<file path="config.mk">
export PLATFORM = sky130hd
export DESIGN_NAME = float_align
export DESIGN_NICKNAME = d
export VERILOG_FILES = /design/src/rtl/float_pkg.sv /design/src/rtl/float_unpack.sv /design/src/rtl/float_align.sv
export SDC_FILE = /design/constraint.sdc
export NUM_CORES = 1
export LEC_CHECK = 0
export BUFFER_PORTS_ARGS = -buffer_cell sky130_fd_sc_hd__buf_2
export CORE_MARGIN = 2
export CORE_UTILIZATION = 48
export DETAILED_ROUTE_END_ITERATION = 8
export PLACE_DENSITY = 0.85
export SKIP_CTS_REPAIR_TIMING = 1
export SYNTH_ARGS = -nofsm -noshare
export SYNTH_HDL_FRONTEND = slang
export SYNTH_SLANG_ARGS = --single-unit
</file>
<file path="constraint.sdc">
create_clock -name Clock -period 2.3 [get_ports Clock]
set_clock_uncertainty 0.05 [all_clocks]
set_input_delay 0.23 -clock Clock [delete_from_list [all_inputs] [get_ports Clock]]
set_output_delay 0.23 -clock Clock [all_outputs]
set_load 0.03 [all_outputs]
</file>
<file path="src/rtl/float_pkg.sv">
// Shared types and constants for the floating-point adder front end.
package float_pkg;

  localparam int unsigned N         = 24;
  localparam int unsigned EXP       = 8;
  localparam int unsigned SHIFT_MAX = N + 1;

  typedef enum logic [1:0] {
    IDLE,
    SHIFT,
    DONE
  } align_state_t;

  // effExp already has exponent 0 promoted to 1; mant carries the hidden bit.
  typedef struct packed {
    logic           sign;
    logic [EXP-1:0] effExp;
    logic [N-1:0]   mant;
  } unpacked_t;

endpackage

</file>
<file path="src/rtl/float_unpack.sv">
// Splits a packed operand into sign, effective exponent and mantissa with the
// hidden bit restored; flags an all-ones exponent (Inf/NaN).
module float_unpack
  import float_pkg::*;
#(
  parameter int unsigned n   = N,
  parameter int unsigned exp = EXP
) (
  input  logic [exp+n-1:0] word_i,
  output unpacked_t        unp_o,
  output logic             special_o
);

  logic [exp-1:0] rawExp;
  logic           hidden;

  assign rawExp = word_i[exp+n-2 -: exp];
  assign hidden = |rawExp;

  always_comb begin
    unp_o        = '0;
    unp_o.sign   = word_i[exp+n-1];
    unp_o.effExp = hidden ? rawExp : exp'(1);
    unp_o.mant   = {hidden, word_i[n-2:0]};
    special_o    = &rawExp;
  end

endmodule

</file>
<file path="src/rtl/float_align.sv">
// Operand alignment stage: orders two operands by magnitude and right-shifts
// the smaller mantissa one bit per cycle, producing R/S and compare flags.
module float_align
  import float_pkg::*;
#(
  parameter int unsigned n   = N,
  parameter int unsigned exp = EXP
) (
  input  logic             Clock,
  input  logic             Reset,
  input  logic [exp+n-1:0] opA,
  input  logic [exp+n-1:0] opB,
  input  logic             inValid,
  output logic             inReady,
  output logic [n-1:0]     bigMant,
  output logic [n-1:0]     alignMant,
  output logic [exp-1:0]   alignExp,
  output logic             R,
  output logic             S,
  output logic             signOut,
  output logic             subCtrl,
  output logic             expNoDif,
  output logic             mantNoDif,
  output logic             special,
  output logic             outValid,
  input  logic             outReady
);

  localparam int unsigned CW = $clog2(n + 2);

  unpacked_t    ua, ub, big_d, small_d;
  logic         specA, specB;
  logic         aBig_d, accept;
  logic [exp:0] diff_d;
  logic [CW-1:0] k_d;

  align_state_t  state_q;
  logic [CW-1:0] k_q;
  logic [n-1:0]  bigMant_q, alignMant_q;
  logic [exp-1:0] alignExp_q;
  logic R_q, S_q, signOut_q, subCtrl_q, expNoDif_q, mantNoDif_q, special_q, outValid_q;

  float_unpack #(.n(n), .exp(exp)) u_unpack_a (.word_i(opA), .unp_o(ua), .special_o(specA));
  float_unpack #(.n(n), .exp(exp)) u_unpack_b (.word_i(opB), .unp_o(ub), .special_o(specB));

  assign inReady = (state_q == IDLE) && !Reset;
  assign accept  = inValid && inReady;

  // Ordering first keeps the exponent difference non-negative.
  always_comb begin
    aBig_d  = {ua.effExp, ua.mant} >= {ub.effExp, ub.mant};
    big_d   = aBig_d ? ua : ub;
    small_d = aBig_d ? ub : ua;
    diff_d  = {1'b0, big_d.effExp} - {1'b0, small_d.effExp};
    if (specA || specB)
      k_d = '0;
    else if (diff_d > (exp+1)'(n + 1))
      k_d = CW'(n + 1);
    else
      k_d = diff_d[CW-1:0];
  end

  always_ff @(posedge Clock or posedge Reset) begin
    if (Reset) begin
      state_q     <= IDLE;
      k_q         <= '0;
      bigMant_q   <= '0;
      alignMant_q <= '0;
      alignExp_q  <= '0;
      R_q         <= 1'b0;
      S_q         <= 1'b0;
      signOut_q   <= 1'b0;
      subCtrl_q   <= 1'b0;
      expNoDif_q  <= 1'b0;
      mantNoDif_q <= 1'b0;
      special_q   <= 1'b0;
      outValid_q  <= 1'b0;
    end else begin
      case (state_q)
        IDLE: if (accept) begin
          bigMant_q   <= big_d.mant;
          alignMant_q <= small_d.mant;
          alignExp_q  <= big_d.effExp;
          R_q         <= 1'b0;
          S_q         <= 1'b0;
          signOut_q   <= big_d.sign;
          subCtrl_q   <= ua.sign ^ ub.sign;
          expNoDif_q  <= opA[exp+n-2 -: exp] == opB[exp+n-2 -: exp];
          mantNoDif_q <= opA[n-2:0] == opB[n-2:0];
          special_q   <= specA || specB;
          k_q         <= k_d;
          if (k_d == '0) begin
            state_q    <= DONE;
            outValid_q <= 1'b1;
          end else begin
            state_q    <= SHIFT;
          end
        end
        SHIFT: begin
          alignMant_q <= alignMant_q >> 1;
          R_q         <= alignMant_q[0];
          S_q         <= S_q | R_q;
          k_q         <= k_q - CW'(1);
          if (k_q == CW'(1)) begin
            state_q    <= DONE;
            outValid_q <= 1'b1;
          end
        end
        DONE: if (outReady) begin
          state_q    <= IDLE;
          outValid_q <= 1'b0;
        end
        default: state_q <= IDLE;
      endcase
    end
  end

  assign bigMant   = bigMant_q;
  assign alignMant = alignMant_q;
  assign alignExp  = alignExp_q;
  assign R         = R_q;
  assign S         = S_q;
  assign signOut   = signOut_q;
  assign subCtrl   = subCtrl_q;
  assign expNoDif  = expNoDif_q;
  assign mantNoDif = mantNoDif_q;
  assign special   = special_q;
  assign outValid  = outValid_q;

endmodule
</file>
# Yosys cells after proc, flatten, opt, wreduce, memory -nomap -nowiden
# Cells that the tools add are included.
dict set report word_totals {
  regBits 71
  in_bits 68
  out_inout_bits 65
}
dict set report classes {
  add_sub_neg 2
  magnitude_cmp 2
  n_eq_ne 9
  n_mux 23
  n_bitwise 2
  n_reduce_logical 16
}
# op count
set op_table {}
lappend op_table {{one-hot mux 24 bit (2 select lines)} 1}
lappend op_table {{two-way mux 33 bit} 1}
lappend op_table {{>= comparator 32 bit} 1}
lappend op_table {{two-way mux 32 bit} 1}
lappend op_table {{two-way mux 24 bit} 1}
lappend op_table {{== test 23 bit} 1}
lappend op_table {{two-way mux 8 bit} 2}
lappend op_table {{AND reduction 8 bit} 2}
lappend op_table {{OR reduction 8 bit} 2}
lappend op_table {{two-way mux 5 bit} 3}
lappend op_table {{one-hot mux 5 bit (2 select lines)} 1}
lappend op_table {{greater-than comparator 9 x 5 -> 1 bit (second input constant)} 1}
lappend op_table {{subtractor 8 x 8 -> 9 bit} 1}
lappend op_table {{== test 8 bit} 1}
lappend op_table {{two-way mux 2 bit} 4}
lappend op_table {{inequality test 2 bit (second input constant)} 3}
lappend op_table {{one-hot mux 2 bit (3 select lines)} 1}
lappend op_table {{== test 5 x 1 -> 1 bit (second input constant)} 1}
lappend op_table {{zero test 5 bit} 1}
lappend op_table {{two-way mux 1 bit} 5}
lappend op_table {{AND reduction 5 bit} 1}
lappend op_table {{subtractor 5 x 1 -> 5 bit (second input constant)} 1}
lappend op_table {{one-hot mux 1 bit (2 select lines)} 2}
lappend op_table {{AND reduction 2 bit} 2}
lappend op_table {{13 further kinds} 14}

# Logic depth before layout (Yosys ltp)
# Gate-level depths: netlist of run 1.
dict set report logic_depth {
  word_depth 12
  ltp_mapped 23
  depth_no_buf 21
}

# Hierarchy
# Synthesis of run 1 repeated with hierarchy kept, for this count alone.
dict set report unflattened {
  cells_unflattened 683
  hier_area_um2 5614.1
}
# mod n_inst cells_each area_each_um2 seq_area_each_um2
set by_module_without_submodules {}
lappend by_module_without_submodules {float_align 1 605 5088.6 1776.7}
lappend by_module_without_submodules {float_unpack 2 39 262.8 0.0}

# Worst setup path before layout of run 1
# OpenSTA, ideal clock, no wires.
dict set report synth_timing {
  kind {input port to flip-flop}
  from {in opB[26]}
  to {reg k_q[3]}
  arrival_time_ns 4.230
  required_time_ns 2.124
  slack_ns -2.106
  path_stages 21
  path_buffers 2
  path_cell_list {nor4_1 a21o_1 inv_1 ha_1 nand3_2 or3_4 o311a_1 nand2_1 buf_2 buf_1 nor2_1 nor2_1 ha_1 o21ai_0 a21boi_0 nor3_1 a21oi_1 nor4b_1 o221a_2 nand2b_1 a221o_1}
}
dict set report synth_between {
  elab_chain_cells 10
  elab_cells_between_ends 13
}
# item line
set synth_rtl {}
lappend synth_rtl {{start: declaration} float_align.sv:12} ;# input logic [exp+n-1:0] opB,
lappend synth_rtl {{OR reduction 8 bit} float_unpack.sv:18} ;# assign hidden = |rawExp;
lappend synth_rtl {{two-way mux 8 bit} float_unpack.sv:23} ;# unp_o.effExp = hidden ? rawExp : exp'(1);
lappend synth_rtl {{>= comparator 32 bit} float_align.sv:51} ;# aBig_d = {ua.effExp, ua.mant} >= {ub.effExp, ub.mant};
lappend synth_rtl {{two-way mux 33 bit or two-way mux 32 bit (tied branches)} {float_align.sv:52, float_align.sv:53}}
lappend synth_rtl {{subtractor 8 x 8 -> 9 bit} float_align.sv:54} ;# diff_d = {1'b0, big_d.effExp} - {1'b0, small_d.effExp};
lappend synth_rtl {{greater-than comparator 9 x 5 -> 1 bit} float_align.sv:57} ;# else if (diff_d > (exp+1)'(n + 1))
lappend synth_rtl {{two-way mux 5 bit} float_align.sv:57}
lappend synth_rtl {{two-way mux 5 bit *} float_align.sv:55} ;# if (specA || specB)
lappend synth_rtl {{two-way mux 5 bit *} float_align.sv:80} ;# IDLE: if (accept) begin
lappend synth_rtl {{one-hot mux 5 bit (2 select lines) *} float_align.sv:79} ;# case (state_q)
lappend synth_rtl {{end signal: assignment} float_align.sv:91} ;# k_q <= k_d;
lappend synth_rtl {{end signal: assignment} float_align.sv:103} ;# k_q <= k_q - CW'(1);
lappend synth_rtl {{end: declaration} float_align.sv:38} ;# logic [CW-1:0] k_q;
# Mark *: on every way between the ends. The rest lies on a longest branch, timed or not. The select of a mux whose other input is x is not followed.
# A chain may end at the register's enable or synchronous reset.

# Final worst setup path of run 1
dict set report layout_timing {
  from {in opA[29]}
  to {reg k_q[3]}
}
dict set report layout_between {
  elab_chain_cells 10
  elab_cells_between_ends 13
}
# item line
set layout_rtl {}
lappend layout_rtl {{start: declaration} float_align.sv:11} ;# input logic [exp+n-1:0] opA,
lappend layout_rtl {{OR reduction 8 bit} float_unpack.sv:18}
lappend layout_rtl {{two-way mux 8 bit} float_unpack.sv:23}
lappend layout_rtl {{>= comparator 32 bit} float_align.sv:51}
lappend layout_rtl {{two-way mux 33 bit or two-way mux 32 bit (tied branches)} {float_align.sv:52, float_align.sv:53}}
lappend layout_rtl {{subtractor 8 x 8 -> 9 bit} float_align.sv:54}
lappend layout_rtl {{greater-than comparator 9 x 5 -> 1 bit} float_align.sv:57}
lappend layout_rtl {{two-way mux 5 bit} float_align.sv:57}
lappend layout_rtl {{two-way mux 5 bit *} float_align.sv:55}
lappend layout_rtl {{two-way mux 5 bit *} float_align.sv:80}
lappend layout_rtl {{one-hot mux 5 bit (2 select lines) *} float_align.sv:79}
# Marks and branches as above.

==> results_dict.tcl, run 1 <==
set metrics [dict create \
    power.leakage_nw 3.68 \
    wl_per_cell_um 18.1 \
    peakVddDrop_uv 506 \
    powerDensity_mw_per_mm2 939 \
    slew_headroom 0.533 \
    drive_gt1_frac 0.422 \
    diodes 0 \
    dp_slack_ns -1.74 \
    max_freq_mhz 273 \
    clk_latency_ns 0.35 \
    synth_edf_count 0 \
    ys_seq_area_frac 0.361 \
    h-tree-depth 3 \
    reg2regPathDepth 7 \
    yosysWarnings 0 \
    hold_ws_ns 0.131 \
    final_cell_mix "buf_2 (130), buf_4 (123), dfrtp_1 (71), nor2_1 (57), a21oi_1 (55)" \
    dp_hpwl_um 12300 \
    wl_um 18200 \
    cp_top_family "simple AND/OR/NAND/NOR gates" \
    finalSetupTns_ns -33.81 \
    hold_end "subCtrl" \
    synth.distinct_cells 55 \
    cts_buffers 9 \
    via_per_inst 5.94 \
    r2r-start "state_q[1]" \
    critPathArrivalTime_ns 3.84 \
    grt.total_usage 0.284 \
    grt_max_degree 54 \
    route.detailed.drc 0 \
    async_flop_share 1.00 \
    rrSetupSlack_ns 0.39 \
    ys.flop_type "dfrtp_1" \
    outcome "finished with violations" \
    finalNetCount 975 \
    startpoint "opA[29]" \
    synth_nets 730 \
    postSynthCellCount 627 \
    final_common_cell "buf_2" \
    start_util 0.498 \
    hp-class "primary input to flip-flop" \
    min-delay-start "opA[31]" \
    setup_viol 65 \
    cp_max_fo 5 \
    grt_pass1_wl_um 25700 \
    finalCritPeriodShare 1.59 \
    ioPinCount 133 \
    violations "setup timing" \
    slowest_stage "or4_1" \
    area_delta_synth_final_pct 52.4 \
    die_w_um 105 \
    grt-ovfl-total 0 \
    io_buffer_count 132 \
    die_area_sq_mm 0.0111 \
    antenna_found_initial 0 \
    gp_congestion 0.915 \
    initialDrtViolationCount 674 \
    detail-route-antenna-nets 0 \
    path_clk_slew_ns 0.07 \
    drv_cap 0 \
    slew_violations 0 \
    fin_crit_ns 3.67 \
    worst_slack_ns -1.37 \
    setup.worst_path.class "primary input to flip-flop" \
    required_ns 2.48 \
    cts.sinks 71 \
    end_kind "flip-flop" \
    critPathBufInv 3 \
    hold_depth 3 \
    cts_tree "yes" \
    rsz0062_at_grt "true" \
    synthesis.area_sq_mm 0.00492 \
    grt_pass1_vias 5428 \
    crit_top_cell "buf_4" \
    totalPowerFinal_mw 7.04 \
    nFillCells 638 \
    root_buffer "clkbuf_8" \
    core_sq_mm 0.00986 \
    cp_slowest_stage_delay_ns 0.60 \
    avgSynthCellArea_sq_um 7.84 \
    hold_viol_final 0 \
    ys_ff_latch 71 \
    die_h_um 105 \
    vias 5989 \
    r2r-end "k_q[4]" \
    clk_path_buf_depth 2 \
    worst_pin_slew_ns 0.696 \
    drt_pre_antenna_iters 7 \
    num_rows 36 \
    worstPathCellList "buf_8 -> nor4_4 -> nand3b_1 -> ha_4 -> a211oi_2 -> nand3_1 -> o221ai_2 -> buf_4 -> o311ai_4 -> buf_4 -> or4_1 -> and2_0 -> o311ai_2 -> o221a_2 -> nand2b_1 -> a221o_1" \
    start_kind "primary input" \
]
## cell type report
class / count / area (sq um) / area share
Tap cell: 133 / 166 / 0.0222
Clock buffer: 12 / 155 / 0.0207
Sequential cell: 71 / 1780 / 0.237
Inverter: 39 / 146 / 0.0195
Multi-Input combinational cell: 478 / 3280 / 0.437
Timing Repair Buffer: 273 / 1930 / 0.258
Clock inverter: 3 / 42.5 / 0.00568
## registers in the layout, indices dropped and copies added (netlist names), 2 cells and up
register / flops
alignExp: 8
alignMant: 24
bigMant: 24
k_q: 5
state_q: 2
## Yosys cell counts, types with 2 or more instances
library cell  count  share of area
a211oi_1          2         0.0031
a21boi_0          4         0.0061
a21o_1            7          0.011
a21oi_1          80          0.081
a221o_1           3         0.0061
a22oi_1          23          0.035
a31oi_1           4         0.0051
and2_0            2         0.0025
and2_1            3         0.0038
and3_1            2         0.0025
buf_1             7         0.0053
buf_2             4         0.0041
clkbuf_1         27          0.021
dfrtp_1          71           0.36
ha_1             35          0.089
inv_1            39          0.030
mux2i_1           4         0.0081
nand2_1          57          0.044
nand2b_1          2         0.0025
nand3_1          11          0.011
nand3b_1          2         0.0031
nand4_1          15          0.019
nor2_1           83          0.063
nor2b_1           9          0.011
nor3_1           13          0.013
nor4_1            7         0.0089
nor4b_1           3         0.0053
o2111ai_1         2         0.0036
o211ai_1          2         0.0031
o21ai_0          74          0.075
o221ai_1          3         0.0053
xnor2_1           2         0.0036
xor2_1            3         0.0053
## logic make-up (layout without fill, tap and decap cells)
group                      after synthesis  after routing  synth area share
buffers and inverters                   78            327            0.0621
AOI/OAI and AO/OA                      219            219             0.267
adders and majority gates               35             35            0.0891
DFF                                     71             71             0.361
and+or+nand+nor                        214            214             0.200
muxes                                    5              5            0.0112
xor gates and xnor gates                 5              5           0.00891
## power breakdown
| group | internal, mW | total, mW | switching (mW) | leakage [nW] |
|---|---|---|---|---|
| clock network | 0.554 | 1.04 | 0.490 | 0.0985 |
| logic | 1.35 | 3.83 | 2.48 | 2.68 |
| registers | 1.78 | 2.16 | 0.383 | 0.899 |
| total | 3.68 | 7.04 | 3.35 | 3.68 |
## worst register-to-register path, cell delays in order (launching register included)
cell and delay (ns):
dfrtp_1 0.44, nor3_1 0.36, and2_0 0.23, nor2_2 0.05, buf_4 0.22, o21ai_0 0.19, o41ai_1 0.09, a21o_1 0.15
## worst max-delay path by stage
stage	to	cells past startpoint
2_1_floorplan	k_q[3]	20
3_3_place_gp	k_q[3]	19
3_5_place_dp	k_q[3]	19
4_1_cts	k_q[3]	19
5_1_grt	k_q[3]	20
6_report	k_q[3]	16
## per-layer routing
layer	vias to the layer above	share of wire	global-route usage
li1	2737	-	-
met1	2804	0.40	0.371
met2	371	0.47	0.481
met3	77	0.091	0.0489
met4	0	0.037	0.0876
met5	-	0	0
## through the flow
stage          std cells  utilization  instance area (sq um)
3_5_place_dp         975        0.677                   6680
5_1_grt             1009        0.760                   7500
3_3_place_gp         975        0.677                   6680
2_1_floorplan        627            -                   5190
4_1_cts              990        0.697                   6870
6_report            1009        0.760                   7500
(Power assumes the default switching activity.)
==> run 2, diff against run 1 <==
--- a/config.mk
+++ b/config.mk
@@ -9,7 +9,7 @@
 export CORE_MARGIN = 2
 export CORE_UTILIZATION = 48
 export DETAILED_ROUTE_END_ITERATION = 8
-export PLACE_DENSITY = 0.85
+export PLACE_DENSITY_LB_ADDON = 0.15
 export SKIP_CTS_REPAIR_TIMING = 1
 export SYNTH_ARGS = -nofsm -noshare
 export SYNTH_HDL_FRONTEND = slang
==> run 2 against run 1 <==
Effect of this change:
- the run still ends with setup timing left
- combinational power barely moved
- first-iteration DRC count fell by 38%
- flip-flop and latch count did not move
- clock-buffer cell count fell by 1
- fmax fell by 1.5%
- total power rose by 2.1%
- worst hold slack improved by 0.0048 ns
- largest power group unchanged
==> results_dict.tcl, run 2 (synthesized netlist as in run 1, its figures left out) <==
set metrics [dict create \
    outcome "finished with violations" \
    violations "setup timing" \
    die_h_um 105 \
    ioPinCount 133 \
    io_buffer_count 132 \
    nFillCells 727 \
    h-tree-depth 3 \
    grtUsageMet1 0.384 \
    finalSetupTns_ns -38.89 \
    die_w_um 105 \
    route.detailed.drc 0 \
    worst_pin_slew_ns 0.757 \
    cp_max_fo 4 \
    postLayoutCoreUtil 0.771 \
    core_sq_mm 0.00986 \
    hp-class "primary input to flip-flop" \
    grt_pass1_vias 5393 \
    max_freq_mhz 269 \
    reg2regPathDepth 7 \
    r2r-end "k_q[4]" \
    initialDrtViolationCount 419 \
    clk_path_buf_depth 2 \
    final_common_cell "buf_4" \
    setup_viol 65 \
    vias 5798 \
    grt_pass1_wl_um 26200 \
    finalCritPeriodShare 1.62 \
    cts_buffers 9 \
    hold_end "subCtrl" \
    hold_ws_ns 0.136 \
    worst_slack_ns -1.42 \
    final_cell_count_no_fill 1017 \
    antenna_found_initial 0 \
    gp_congestion 0.955 \
    min-delay-start "opA[31]" \
    cts_tree "yes" \
    grt-ovfl-total 0 \
    dp_cells 981 \
    required_ns 2.49 \
    met3_usage 0.0414 \
    drive_gt1_frac 0.423 \
    top_usage_layer "met2" \
    r2r-start "state_q[1]" \
    start_kind "primary input" \
    final_cell_mix "buf_4 (131), buf_2 (130), dfrtp_1 (71), a21oi_1 (58)" \
    num_rows 36 \
    dp_hpwl_um 12500 \
    clk_latency_ns 0.36 \
    p_seq_frac 0.298 \
    postPlaceCellArea_sq_mm 0.00672 \
    end_kind "flip-flop" \
    intPower_mw 3.86 \
    root_buffer "clkbuf_8" \
    setup.worst_path.class "primary input to flip-flop" \
    comb_power_share 0.531 \
    swShare 0.462 \
    grt.total_usage 0.294 \
    rrSetupSlack_ns 0.31 \
    finalNetCount 982 \
    hold_depth 3 \
    cts.sinks 71 \
    hold_viol_final 0 \
    critPathArrivalTime_ns 3.91 \
    rsz0062_at_grt "true" \
    peakVddDrop_uv 681 \
    powerDensity_mw_per_mm2 944 \
    slew_violations 0 \
    use_met2 0.513 \
    drv_cap 0 \
    fin_crit_ns 3.72 \
    grt_max_degree 62 \
    slew_headroom 0.491 \
    area_delta_synth_final_pct 54.7 \
    power.share.clock 0.171 \
    drt_pre_antenna_iters 5 \
    wl_um 18000 \
    start_util 0.498 \
    via_per_inst 5.70 \
    wl_per_cell_um 17.7 \
    path_clk_slew_ns 0.08 \
    power.switching_mw 3.32 \
    diodes 0 \
    detail-route-antenna-nets 0 \
    power.leakage_nw 3.74 \
    fin_area_sq_mm 0.00761 \
    die_area_sq_mm 0.0111 \
]
## run 2: area by class of cell
class	count	area [sq um]	share of cell area
Tap cell	133	166	0.0219
Sequential cell	71	1780	0.234
Clock inverter	5	106	0.0140
Multi-Input combinational cell	478	3300	0.434
Clock buffer	11	131	0.0173
Timing Repair Buffer	280	1980	0.261
Inverter	39	146	0.0192
## run 2: critical path: stages
cell      delay [ns]
buf_8           0.10
nor4_4          0.36
nand3b_1        0.20
ha_4            0.32
nand4_1         0.13
or3_4           0.39
o311ai_4        0.32
nor2_4          0.09
nor2_1          0.14
nor2_2          0.05
ha_2            0.20
o21ai_1         0.13
a21boi_1        0.09
buf_4           0.14
o21ai_0         0.18
a21oi_1         0.09
nor2_1          0.14
o221a_4         0.23
nand2b_1        0.06
a221o_1         0.31
## run 2: per-layer routing
metal | up-vias | part of all wire
li1 | 2757 | -
met1 | 2761 | 0.42
met2 | 249 | 0.51
met3 | 31 | 0.053
met4 | 0 | 0.018
met5 | - | 0
## run 2: how the worst max path moves through the flow
stage,from,end,slack (ns),depth (start not counted)
6_report,opA[29],k_q[3],-1.42,20
5_1_grt,opA[29],k_q[3],-1.59,20
4_1_cts,opA[24],k_q[3],-1.44,19
3_5_place_dp,opA[24],k_q[3],-1.79,19
3_3_place_gp,opA[24],k_q[3],-1.61,19
2_1_floorplan,opA[24],k_q[3],-1.54,20
## run 2: power groups by stage
stage / registers (mW) / clock network, mW / logic [mW]
after global placement: 2.12 / 0 / 3.40
after global routing: 2.21 / 1.30 / 4.09
final: 2.14 / 1.23 / 3.81
after floorplan: 3.04 / 0 / 1.43
after CTS: 2.13 / 1.24 / 3.50
after detailed placement: 2.15 / 0 / 3.49
## run 2: stage by stage
step | power [mW] | setup slack [ns]
6_report | 7.18 | -1.42
3_3_place_gp | 5.53 | -1.61
2_1_floorplan | 4.46 | -1.54
4_1_cts | 6.86 | -1.44
3_5_place_dp | 5.64 | -1.79
5_1_grt | 7.59 | -1.59
==> run 3, diff against run 2 <==
--- a/config.mk
+++ b/config.mk
@@ -5,6 +5,7 @@
 export SDC_FILE = /design/constraint.sdc
 export NUM_CORES = 1
 export LEC_CHECK = 0
+export ABC_AREA = 1
 export BUFFER_PORTS_ARGS = -buffer_cell sky130_fd_sc_hd__buf_2
 export CORE_MARGIN = 2
 export CORE_UTILIZATION = 48
==> run 3 against run 2 <==
Effect of this change:
- the flow still finishes with violations (setup timing)
- synthesized cell count up 18%
- wire length down 8.6%
- clock power down 7%
- area after synthesis up 3.8%
- core utilization down 6.8 points
- critical endpoint is now outValid
- combinational power up 9.7%
- global-route usage down 1.8 points
- clock-buffer cell count down 1
- first-iteration DRC count down 12%
==> results_dict.tcl, run 3 <==
set metrics [dict create \
    rrSetupSlack_ns 0.21 \
    worst_slack_ns -0.833 \
    grt_pass1_wl_um 25500 \
    synth.most_common_cell "nand2_1" \
    wl_um 16500 \
    ys_ff_latch 71 \
    gp_congestion 0.901 \
    hp-class "primary input to flip-flop" \
    fin_area_sq_mm 0.00726 \
    r2r-end "alignMant[11]" \
    io_buffer_count 132 \
    synth_top_area_frac 0.348 \
    fin_crit_ns 3.13 \
    grt_pass1_vias 5507 \
    cts_tree "yes" \
    synthAdderAreaFrac 0.0858 \
    ys.flop_type "dfrtp_1" \
    detail-route-antenna-nets 0 \
    clk_path_buf_depth 2 \
    violations "setup timing" \
    drv_cap 0 \
    worst_pin_slew_ns 0.584 \
    h-tree-depth 3 \
    postSynthCellCount 740 \
    yosysTopAreaCell "dfrtp_1" \
    dp_cells 1054 \
    finalNetCount 1051 \
    max_freq_mhz 319 \
    initialDrtViolationCount 369 \
    synth.top_cells.by_area "dfrtp_1 (35%), nand2_1 (16%), o21ai_0 (9.1%), ha_1 (8.6%), inv_1 (6.8%)" \
    synth.distinct_cells 35 \
    vias 5767 \
    route.detailed.drc 0 \
    root_buffer "clkbuf_8" \
    postLayoutCoreUtil 0.703 \
    synth_edf_count 0 \
    dp_hpwl_um 11800 \
    grt.total_usage 0.276 \
    ioPinCount 133 \
    grt_max_degree 56 \
    diodes 0 \
    start_util 0.494 \
    yosys-top-cells-count "nand2_1 (214), inv_1 (93), o21ai_0 (93), dfrtp_1 (71), nor2_1 (70)" \
    slew_headroom 0.610 \
    outcome "finished with violations" \
    cts_buffers 9 \
    final_common_cell "nand2_1" \
    muxShareOfSynthArea 0 \
    end_kind "flip-flop" \
    wl_per_cell_um 15.1 \
    cts.sinks 71 \
    r2r-start "state_q[1]" \
    peakVddDrop_uv 621 \
    totalPowerFinal_mw 7.50 \
    startpoint "opA[23]" \
    finalCritPeriodShare 1.36 \
    clk_latency_ns 0.36 \
    critPathArrivalTime_ns 3.33 \
    powerDensity_mw_per_mm2 1030 \
    synth_compound_area_frac 0.170 \
    die_h_um 107 \
    setup_viol 18 \
    dp_slack_ns -1.25 \
    slew_violations 0 \
    final_cell_mix "nand2_1 (199), buf_2 (126), buf_4 (87), inv_1 (73), dfrtp_1 (71)" \
    start_kind "primary input" \
    cp_max_fo 3 \
    synth-xor-area-share 0.00515 \
    required_ns 2.50 \
    avgSynthCellArea_sq_um 6.90 \
    finalSetupTns_ns -6.08 \
    synth_top_family_by_area "simple AND/OR/NAND/NOR gates" \
    num_rows 37 \
    setup.worst_path.class "primary input to flip-flop" \
    antenna_found_initial 0 \
    die_w_um 107 \
    core_sq_mm 0.0103 \
    ys_seq_area_frac 0.348 \
    synth_nets 843 \
    drive_gt1_frac 0.362 \
    path_clk_slew_ns 0.09 \
    area_delta_synth_final_pct 42.3 \
    postPlaceCellArea_sq_mm 0.00650 \
    via_per_inst 5.30 \
    async_flop_share 1.00 \
    die_area_sq_mm 0.0115 \
    grt-ovfl-total 0 \
    reg2regPathDepth 6 \
    synth-simple-area-share 0.292 \
    synthesis.area_sq_mm 0.00510 \
    cp-endpoint "outValid" \
    drt_pre_antenna_iters 6 \
    final_cell_count_no_fill 1089 \
    hold_viol_final 0 \
    hold_ws_ns 0.0870 \
    power.leakage_nw 3.85 \
    yosysWarnings 0 \
    rsz0062_at_grt "true" \
]
run 3: critical path, stage by stage:
cell and delay, ns:
buf_6 0.10, inv_2 0.04, nand4_1 0.16, nor2_4 0.18, inv_2 0.07, ha_4 0.28
nand2_4 0.05, nor2_4 0.12, nand2_2 0.07, nor3b_4 0.22, nand2_4 0.10, nand3b_1 0.19
nand3_4 0.11, ha_4 0.18, inv_4 0.05, nand3_4 0.08, nand3_4 0.10, nand3_4 0.09
nand2_4 0.09, nand2_4 0.06, nor2_2 0.17, nand3_2 0.09, o21ai_1 0.17, nand2_2 0.07
nand2_2 0.07, nand2_1 0.05, nand2_1 0.07, nand2_1 0.04
run 3: worst min-delay path by stage:
stage          slack (ns)     endpoint  depth (start not counted)      from
6_report             0.09  bigMant[14]                          3   opB[14]
5_1_grt              0.09   state_q[1]                          3  outReady
4_1_cts             -0.10  bigMant[18]                          2     Reset
3_5_place_dp         0.28     outValid                          2     Reset
3_3_place_gp         0.27   state_q[1]                          2     Reset
2_1_floorplan        0.36   state_q[1]                          2  outReady
run 3: routing by layer:
metal,GRT usage,part of all wire,vias to the layer above
met2,0.490,0.51,173
met4,0.110,0.026,0
li1,-,-,2841
met1,0.341,0.42,2718
met5,0,0,-
met3,0.0298,0.046,35
run 3: logic make-up after synthesis:
group | Yosys count
AOI/OAI and AO/OA | 150
xor gates and xnor gates | 3
adders and majority gates | 35
buffers and inverters | 131
DFF | 71
and+or+nand+nor | 350
run 3: layout make-up:
class / count / area (sq um)
Clock buffer: 10 / 128
Multi-Input combinational cell: 538 / 3130
Inverter: 97 / 402
Tap cell: 136 / 170
Timing Repair Buffer: 230 / 1560
Fill cell: 862 / 3070
Timing Repair inverter: 1 / 7.51
Clock inverter: 6 / 92.6
Sequential cell: 71 / 1780
run 3: power by group:
part | switching [mW] | internal [mW]
Sequential | 0.349 | 1.83
Clock | 0.534 | 0.619
Combinational | 2.78 | 1.40
Total | 3.66 | 3.84
